==> config.mk <==
export PLATFORM = sky130hd
export DESIGN_NAME = priority_dec_pipe
export DESIGN_NICKNAME = d
export VERILOG_FILES = /design/src/rtl/priority_dec_pkg.sv /design/src/rtl/bin2pos.sv /design/src/rtl/priority_dec_pipe.sv
export SDC_FILE = /design/constraint.sdc
export NUM_CORES = 1
export LEC_CHECK = 0
export CAP_MARGIN = 20
export CORE_ASPECT_RATIO = 0.9
export CORE_MARGIN = 1.5
export CORE_UTILIZATION = 54
export DETAILED_ROUTE_END_ITERATION = 8
export PLACE_DENSITY = 0.76
export SYNTH_ARGS = -nofsm -noshare
export SYNTH_HDL_FRONTEND = slang
export SYNTH_SLANG_ARGS = --single-unit
==> constraint.sdc <==
create_clock -name clk -period 1.97 [get_ports clk]
set_input_delay 0.2955 -clock clk [delete_from_list [all_inputs] [get_ports clk]]
set_output_delay 0.2955 -clock clk [all_outputs]
set_load 0.05 [all_outputs]
==> src/rtl/priority_dec_pkg.sv <==
// Shared types for the priority decoder pipeline: occupancy state of the skid buffer.
package priority_dec_pkg;

    typedef enum logic [1:0] {
        EMPTY = 2'd0,
        ONE   = 2'd1,
        TWO   = 2'd2
    } skid_state_t;

endpackage

==> src/rtl/bin2pos.sv <==
// Combinational binary-to-one-hot decoder; flags indices that have no output bit.
module bin2pos #(
    parameter int WIDTH   = 32,
    parameter int WIDTH_W = $clog2(WIDTH)
) (
    input  logic [WIDTH_W-1:0] bin,
    output logic [WIDTH-1:0]   pos,
    output logic               err_range
);

    always_comb begin
        pos       = '0;
        err_range = 1'b1;
        for (int k = 0; k < WIDTH; k++) begin
            if (bin == WIDTH_W'(k)) begin
                pos[k]    = 1'b1;
                err_range = 1'b0;
            end
        end
    end

endmodule

==> src/rtl/priority_dec_pipe.sv <==
// One-cycle binary-to-one-hot decode stage with a two-entry skid buffer.
//
// state | meaning
// EMPTY | no words held, outputs zero
// ONE   | main register holds the output word
// TWO   | main and skid registers full, input stalled
module priority_dec_pipe
    import priority_dec_pkg::*;
#(
    parameter int WIDTH   = 32,
    parameter int WIDTH_W = $clog2(WIDTH)
) (
    input  logic               clk,
    input  logic               nrst,
    input  logic               id_valid,
    input  logic [WIDTH_W-1:0] id_bin,
    output logic               id_ready,
    output logic               od_valid,
    input  logic               od_ready,
    output logic [WIDTH-1:0]   od_pos,
    output logic               od_err,
    output logic               err_sticky,
    input  logic               err_clr
);

    skid_state_t      state, state_nxt;
    logic [WIDTH-1:0] dec_pos;
    logic             dec_err;
    logic [WIDTH-1:0] main_pos, main_pos_nxt, skid_pos, skid_pos_nxt;
    logic             main_err, main_err_nxt, skid_err, skid_err_nxt;
    logic             id_ready_q, od_valid_q;
    logic             in_xfer, out_xfer;

    bin2pos #(
        .WIDTH   (WIDTH),
        .WIDTH_W (WIDTH_W)
    ) u_bin2pos (
        .bin       (id_bin),
        .pos       (dec_pos),
        .err_range (dec_err)
    );

    assign in_xfer  = id_valid & id_ready_q;
    assign out_xfer = od_valid_q & od_ready;

    always_comb begin
        state_nxt    = state;
        main_pos_nxt = main_pos;
        main_err_nxt = main_err;
        skid_pos_nxt = skid_pos;
        skid_err_nxt = skid_err;
        case (state)
            EMPTY: begin
                if (in_xfer) begin
                    state_nxt    = ONE;
                    main_pos_nxt = dec_pos;
                    main_err_nxt = dec_err;
                end
            end
            ONE: begin
                if (in_xfer && out_xfer) begin
                    main_pos_nxt = dec_pos;
                    main_err_nxt = dec_err;
                end else if (in_xfer) begin
                    state_nxt    = TWO;
                    skid_pos_nxt = dec_pos;
                    skid_err_nxt = dec_err;
                end else if (out_xfer) begin
                    // Clear the main word so the outputs read zero while empty.
                    state_nxt    = EMPTY;
                    main_pos_nxt = '0;
                    main_err_nxt = 1'b0;
                end
            end
            TWO: begin
                if (out_xfer) begin
                    state_nxt    = ONE;
                    main_pos_nxt = skid_pos;
                    main_err_nxt = skid_err;
                end
            end
            default: begin
                state_nxt    = EMPTY;
                main_pos_nxt = '0;
                main_err_nxt = 1'b0;
            end
        endcase
    end

    always_ff @(posedge clk or negedge nrst) begin
        if (!nrst) begin
            state      <= EMPTY;
            main_pos   <= '0;
            main_err   <= 1'b0;
            skid_pos   <= '0;
            skid_err   <= 1'b0;
            id_ready_q <= 1'b1;
            od_valid_q <= 1'b0;
        end else begin
            state      <= state_nxt;
            main_pos   <= main_pos_nxt;
            main_err   <= main_err_nxt;
            skid_pos   <= skid_pos_nxt;
            skid_err   <= skid_err_nxt;
            id_ready_q <= (state_nxt != TWO);
            od_valid_q <= (state_nxt != EMPTY);
        end
    end

    // A new out-of-range index takes priority over a clear on the same edge.
    always_ff @(posedge clk or negedge nrst) begin
        if (!nrst) begin
            err_sticky <= 1'b0;
        end else if (in_xfer && dec_err) begin
            err_sticky <= 1'b1;
        end else if (err_clr) begin
            err_sticky <= 1'b0;
        end
    end

    assign id_ready = id_ready_q;
    assign od_valid = od_valid_q;
    assign od_pos   = main_pos;
    assign od_err   = main_err;

endmodule

==> results_dict.tcl, run 1 <==
set metrics [dict create \
    status "finished clean" \
    cpPeakStageDelay_ns 0.82 \
    place.gp.congestion 0.792 \
    detailedRoute.firstIterationViolations 216 \
    worstMarginPinSlew_ns 0.735 \
    portBuffers 45 \
    peakVddDrop_uv 582 \
    initial_core_util_pct 57.3 \
    drt-total-wl_um 7470 \
    dp.final_hpwl_um 4660 \
    grt_max_degree 66 \
    clk_pin_slew_worst_paths_ns 0.07 \
    vias_per_cell 5.70 \
    antenna_left 0 \
    slew_viol_final 0 \
    drive_above_1_share_pct 14.0 \
    comb_power_share_pct 37.3 \
    p_total_mw 4.60 \
    syn_inst 333 \
    yosysUniqueCellTypes 35 \
    synth_flop_cell "dfrtp_1" \
    leakagePower_nw 1.65 \
    synth-edff-count 0 \
    design.die.area_um2 6660 \
    fin_nets 399 \
    ys_warn_count 0 \
    synthArstFlopShare_pct 100 \
    syn_to_final_growth_pct 20.9 \
    routedWlPerCell_um 16.1 \
    reg2reg_slack_ns 0.23 \
    path_buf_inv 1 \
    period_minus_slack_ns 1.85 \
    num-fill-cells 448 \
    dp_slack_ns -0.0696 \
    relSlewSlack_pct 50.8 \
    drv_cap 0 \
    diodes 0 \
    grt_pass1_vias 2504 \
    critPathArrivalTime_ns 1.55 \
    cp_max_fo 2 \
    critPathCaptureType "output pin" \
    globalRouteTotalUtil_pct 24.3 \
    rows 26 \
    placed_cells 447 \
    grt_pass1_wl_um 12500 \
    path_cells "clkdlybuf4s50_1" \
    antenna_found_initial 0 \
    setup_viol 0 \
    cts-root-buf "clkbuf_8" \
    fmax_ghz 0.542 \
    min_path_type "in2async" \
    whs_ns 0.429 \
    p_int_mw 2.71 \
    insertion_delay_ns 0.35 \
    die_x_um 85.8 \
    cp-start-kind "register" \
    syn_avg_cell_area_um2 10.0 \
    drtPass1Iterations 5 \
    powerDensity_nw_per_um2 1140 \
    synth_nets 343 \
    cts_sinks 71 \
    crit_slowest_cell "clkdlybuf4s50_1" \
    core_area_um2 5820 \
    gr-total-overflow 0 \
    die_h_um 77.6 \
    htreeDepth 3 \
    post-cts-setup-buffers 0 \
    ctsLongestPathBuffers 2 \
    netlist_area_um2 3340 \
    tritoncts "yes" \
    required_ns 1.67 \
    clock_power_share_pct 21.5 \
    drc 0 \
    switching_share_pct 41.2 \
    rsz0062_at_grt "no" \
    io_pins 46 \
    cts_buffers 9 \
    power_switching_mw 1.90 \
    path_class "reg2out" \
    vias 2645 \
    path_delay_family "buffers and inverters" \
    synth_seq_cells 71 \
    seqPwrFrac_pct 41.2 \
    setup_slack_ns 0.124 \
    skew_ns 0.00400 \
    ys_seq_area_share_pct 53.3 \
    finalNonFillerCells 464 \
    period_share_pct 93.7 \
    hold_viol_final 0 \
]
## logic make-up after synthesis
kind of cell	Yosys count	synth area share, %
AO/OA/AOI/OAI	106	21.2
buffers and inverters	62	10.9
flip-flops	71	53.3
AND/OR/NAND/NOR	94	14.6
## power by group through the flow
stage / Sequential [mW] / Combinational [mW] / Clock (mW)
2_1_floorplan: 2.11 / 1.05 / 0
3_5_place_dp: 1.92 / 1.70 / 0
5_1_grt: 1.93 / 1.86 / 1.07
4_1_cts: 1.89 / 1.72 / 1.00
3_3_place_gp: 1.91 / 1.69 / 0
6_report: 1.90 / 1.72 / 0.990
## timing repair
| item | CTS | global route |
|---|---|---|
| endpoints found under the hold margin | 1 | 0 |
| resized for setup | 0 | 1 |
| hold buffers | 1 | 0 |
| setup endpoints to repair | 0 | 1 |
## state kept, by name, summed over array words and instances, names as in the netlist
| name | cells |
|---|---|
| err_sticky | 1 |
| id_ready | 1 |
| od_err | 1 |
| od_pos | 32 |
| od_valid | 1 |
| skid_err | 1 |
| skid_pos | 32 |
| state | 2 |
## path summary, 6_finish.rpt
kind	from	endpoint	cells after the start
setup / recovery	od_pos[13]	od_pos[13]	1
hold / removal	nrst	id_ready	2
setup reg to reg	id_ready	od_pos[17]	5
hold reg to reg	od_pos[29]	od_pos[29]	2
max in group asynchronous	nrst	od_pos[14]	3
min in group clk	err_clr	err_sticky	2
## cells in the mapped netlist (2+ instances only)
master	count	area share, %
a2111oi_4	4	3.3
a21oi_1	3	0.45
a22oi_1	32	7.2
and3b_1	2	0.53
buf_1	3	0.34
buf_2	4	0.60
buf_4	3	0.68
buf_6	3	1.0
clkbuf_1	4	0.45
clkbuf_2	2	0.30
clkbuf_8	4	1.7
dfrtp_1	70	53
inv_1	35	3.9
nand2_1	37	4.2
nand3_1	34	5.1
nor2_1	6	0.68
nor2b_1	4	0.75
nor3b_2	3	1.1
o21ai_0	15	2.3
o21ai_1	50	7.5
## stage by stage
step | util, % | TNS, ns | cell area, um2
floorplan | - | 0 | 3340
global placement | 66.4 | -0.130 | 3860
detailed placement | 66.4 | -0.870 | 3860
CTS | 69.2 | 0 | 4030
global route | 69.3 | 0 | 4030
finish | 69.3 | 0 | 4030
## cells in the final DEF (no fill, tap or decap), drive strengths merged, types with 2 or more instances in the layout
| master | synthesis | final |
|---|---|---|
| a2111oi | 4 | 4 |
| nor3b | 3 | 3 |
| clkbuf | 11 | 12 |
| inv | 36 | 36 |
| buf | 14 | 27 |
| nor2 | 6 | 6 |
| clkdlybuf4s50 | 0 | 42 |
| nor2b | 4 | 4 |
| o21ai | 65 | 65 |
| a21oi | 3 | 3 |
| and3b | 2 | 2 |
| a22oi | 32 | 32 |
| nand3 | 34 | 34 |
| nand2 | 37 | 37 |
| dfrtp | 70 | 70 |
| clkinv | 0 | 3 |
## final cells by class
class / instances / area (um2) / area share (%)
flip-flops and latches: 71 / 1780 / 44.1
multi-input cells: 200 / 1210 / 29.9
repair buffers: 71 / 668 / 16.6
clock buffers: 12 / 135 / 3.35
inverters: 36 / 135 / 3.35
well taps: 70 / 87.6 / 2.17
clock inverters: 4 / 22.5 / 0.558
## per-layer routing
layer  up-vias  GRT usage, %  wire, um
met5         -             0         0
li1       1254             -         -
met1      1290          36.2      3420
met3         8          7.02       486
met2        93          34.6      3480
met4         0          7.10        75
(Power assumes the default switching activity.)
==> inputs of run 2 (changes only) <==
- CORE_ASPECT_RATIO: 0.9 -> default
==> results_dict.tcl, run 2 (synthesis results as in run 1) <==
set metrics [dict create \
    grt_max_degree 72 \
    hold_viol_final 0 \
    die_h_um 81.6 \
    period_minus_slack_ns 1.84 \
    cp_max_fo 2 \
    die_x_um 81.6 \
    tns_ns 0 \
    clk_pin_slew_worst_paths_ns 0.08 \
    status "finished clean" \
    drive_above_1_share_pct 14.7 \
    antenna_found_initial 0 \
    crit_slowest_cell "clkdlybuf4s50_1" \
    globalRouteTotalUtil_pct 25.5 \
    powerDensity_nw_per_um2 1240 \
    routedWlPerCell_um 16.1 \
    path_delay_family "buffers and inverters" \
    cts_sinks 71 \
    io_pins 46 \
    leakagePower_nw 1.71 \
    drtPass1Iterations 5 \
    p_total_mw 5.14 \
    postLayoutCoreUtil_pct 69.7 \
    post-cts-setup-buffers 0 \
    initial_core_util_pct 56.0 \
    slew_viol_final 0 \
    cpPeakStageDelay_ns 0.81 \
    peakVddDrop_uv 992 \
    path_buf_inv 1 \
    gr-total-overflow 0 \
    mostFrequentLayoutCell "dfrtp_1" \
    cp-start-kind "register" \
    dp_slack_ns -0.0709 \
    drt-total-wl_um 7550 \
    design.die.area_um2 6660 \
    period_share_pct 93.3 \
    critPathArrivalTime_ns 1.54 \
    relSlewSlack_pct 66.4 \
    cts-root-buf "clkbuf_8" \
    cts_buffers 9 \
    grt_pass1_vias 2498 \
    whs_ns 0.485 \
    portBuffers 45 \
    core_area_um2 5960 \
    diodes 0 \
    required_ns 1.67 \
    syn_to_final_growth_pct 24.4 \
    rsz0062_at_grt "no" \
    drv_cap 0 \
    fin_nets 400 \
    grt_pass1_wl_um 12400 \
    ctsLongestPathBuffers 2 \
    layout_common_cells "70 x dfrtp_1, 50 x o21ai_1, 42 x clkdlybuf4s50_1" \
    insertion_delay_ns 0.35 \
    antenna_left 0 \
    place.gp.congestion 0.827 \
    detailedRoute.firstIterationViolations 203 \
    path_cells "clkdlybuf4s50_1" \
    min_path_type "in2async" \
    dp.final_hpwl_um 4820 \
    skew_ns 0.00946 \
    rows 28 \
    vias_per_cell 5.73 \
    fmax_ghz 0.544 \
    worstMarginPinSlew_ns 0.502 \
    critPathCaptureType "output pin" \
    drc 0 \
    tritoncts "yes" \
    vias 2692 \
    path_class "reg2out" \
    setup_viol 0 \
    setup_slack_ns 0.132 \
    htreeDepth 3 \
]
==> run 2: cell count changes in the layout (fill, tap and decap cells not counted) <==
| cell | delta |
|---|---|
| clkinv_2 | -2 |
| buf_4 | +1 |
| bufinv_16 | +4 |
| clkbuf_1 | -2 |
==> run 2: power by group <==
part	leakage [nW]	internal, mW	total (mW)	switching (mW)
sequential	0.978	1.70	1.88	0.173
combinational	0.601	0.551	1.74	1.19
clock	0.126	0.968	1.52	0.552
total	1.71	3.22	5.14	1.92
==> run 2: final cells by class <==
cell class | count | area (um2)
Clock inverter | 6 | 133
Timing Repair Buffer | 72 | 676
Fill cell | 456 | 1810
Inverter | 36 | 135
Tap cell | 75 | 93.8
Sequential cell | 71 | 1780
Multi-Input combinational cell | 200 | 1210
Clock buffer | 10 | 128
==> run 2: tightest hold or removal path, stage by stage <==
cell	delay, ns
dlygate4sd3_1	0.52
buf_2	0.12
buf_12	0.31
==> run 2: path summary, 6_finish.rpt <==
check	cells after the start	start	end	slack [ns]
worst max-delay path	1	od_pos[21]	od_pos[21]	0.13
max in group asynchronous	3	nrst	skid_pos[27]	1.16
min in group clk	2	od_pos[4]	od_pos[4]	0.49
worst max register to register	5	id_ready	od_pos[10]	0.24
worst min-delay path	3	nrst	state[1]	0.49
worst min register to register	2	od_pos[4]	od_pos[4]	0.49
==> run 2: per-stage QoR <==
stage / std cells / cell area [um2]
2_1_floorplan: 333 / 3340
4_1_cts: 470 / 4150
3_5_place_dp: 453 / 3880
6_report: 470 / 4150
3_3_place_gp: 453 / 3880
5_1_grt: 470 / 4150
==> run 2: what timing repair did <==
action | CTS | global route
hold buffers | 1 | 0
endpoints found under the setup margin | 0 | 1
endpoints found under the hold margin | 70 | 0
resized for setup | 0 | 1
==> run 2: metal layers <==
metal | global-route usage [%] | part of all wire, % | wire (um)
met4 | 13.4 | 2.0 | 153
met2 | 38.8 | 48 | 3590
met1 | 35.4 | 44 | 3360
met5 | 0 | 0 | 0
met3 | 3.78 | 5.9 | 445
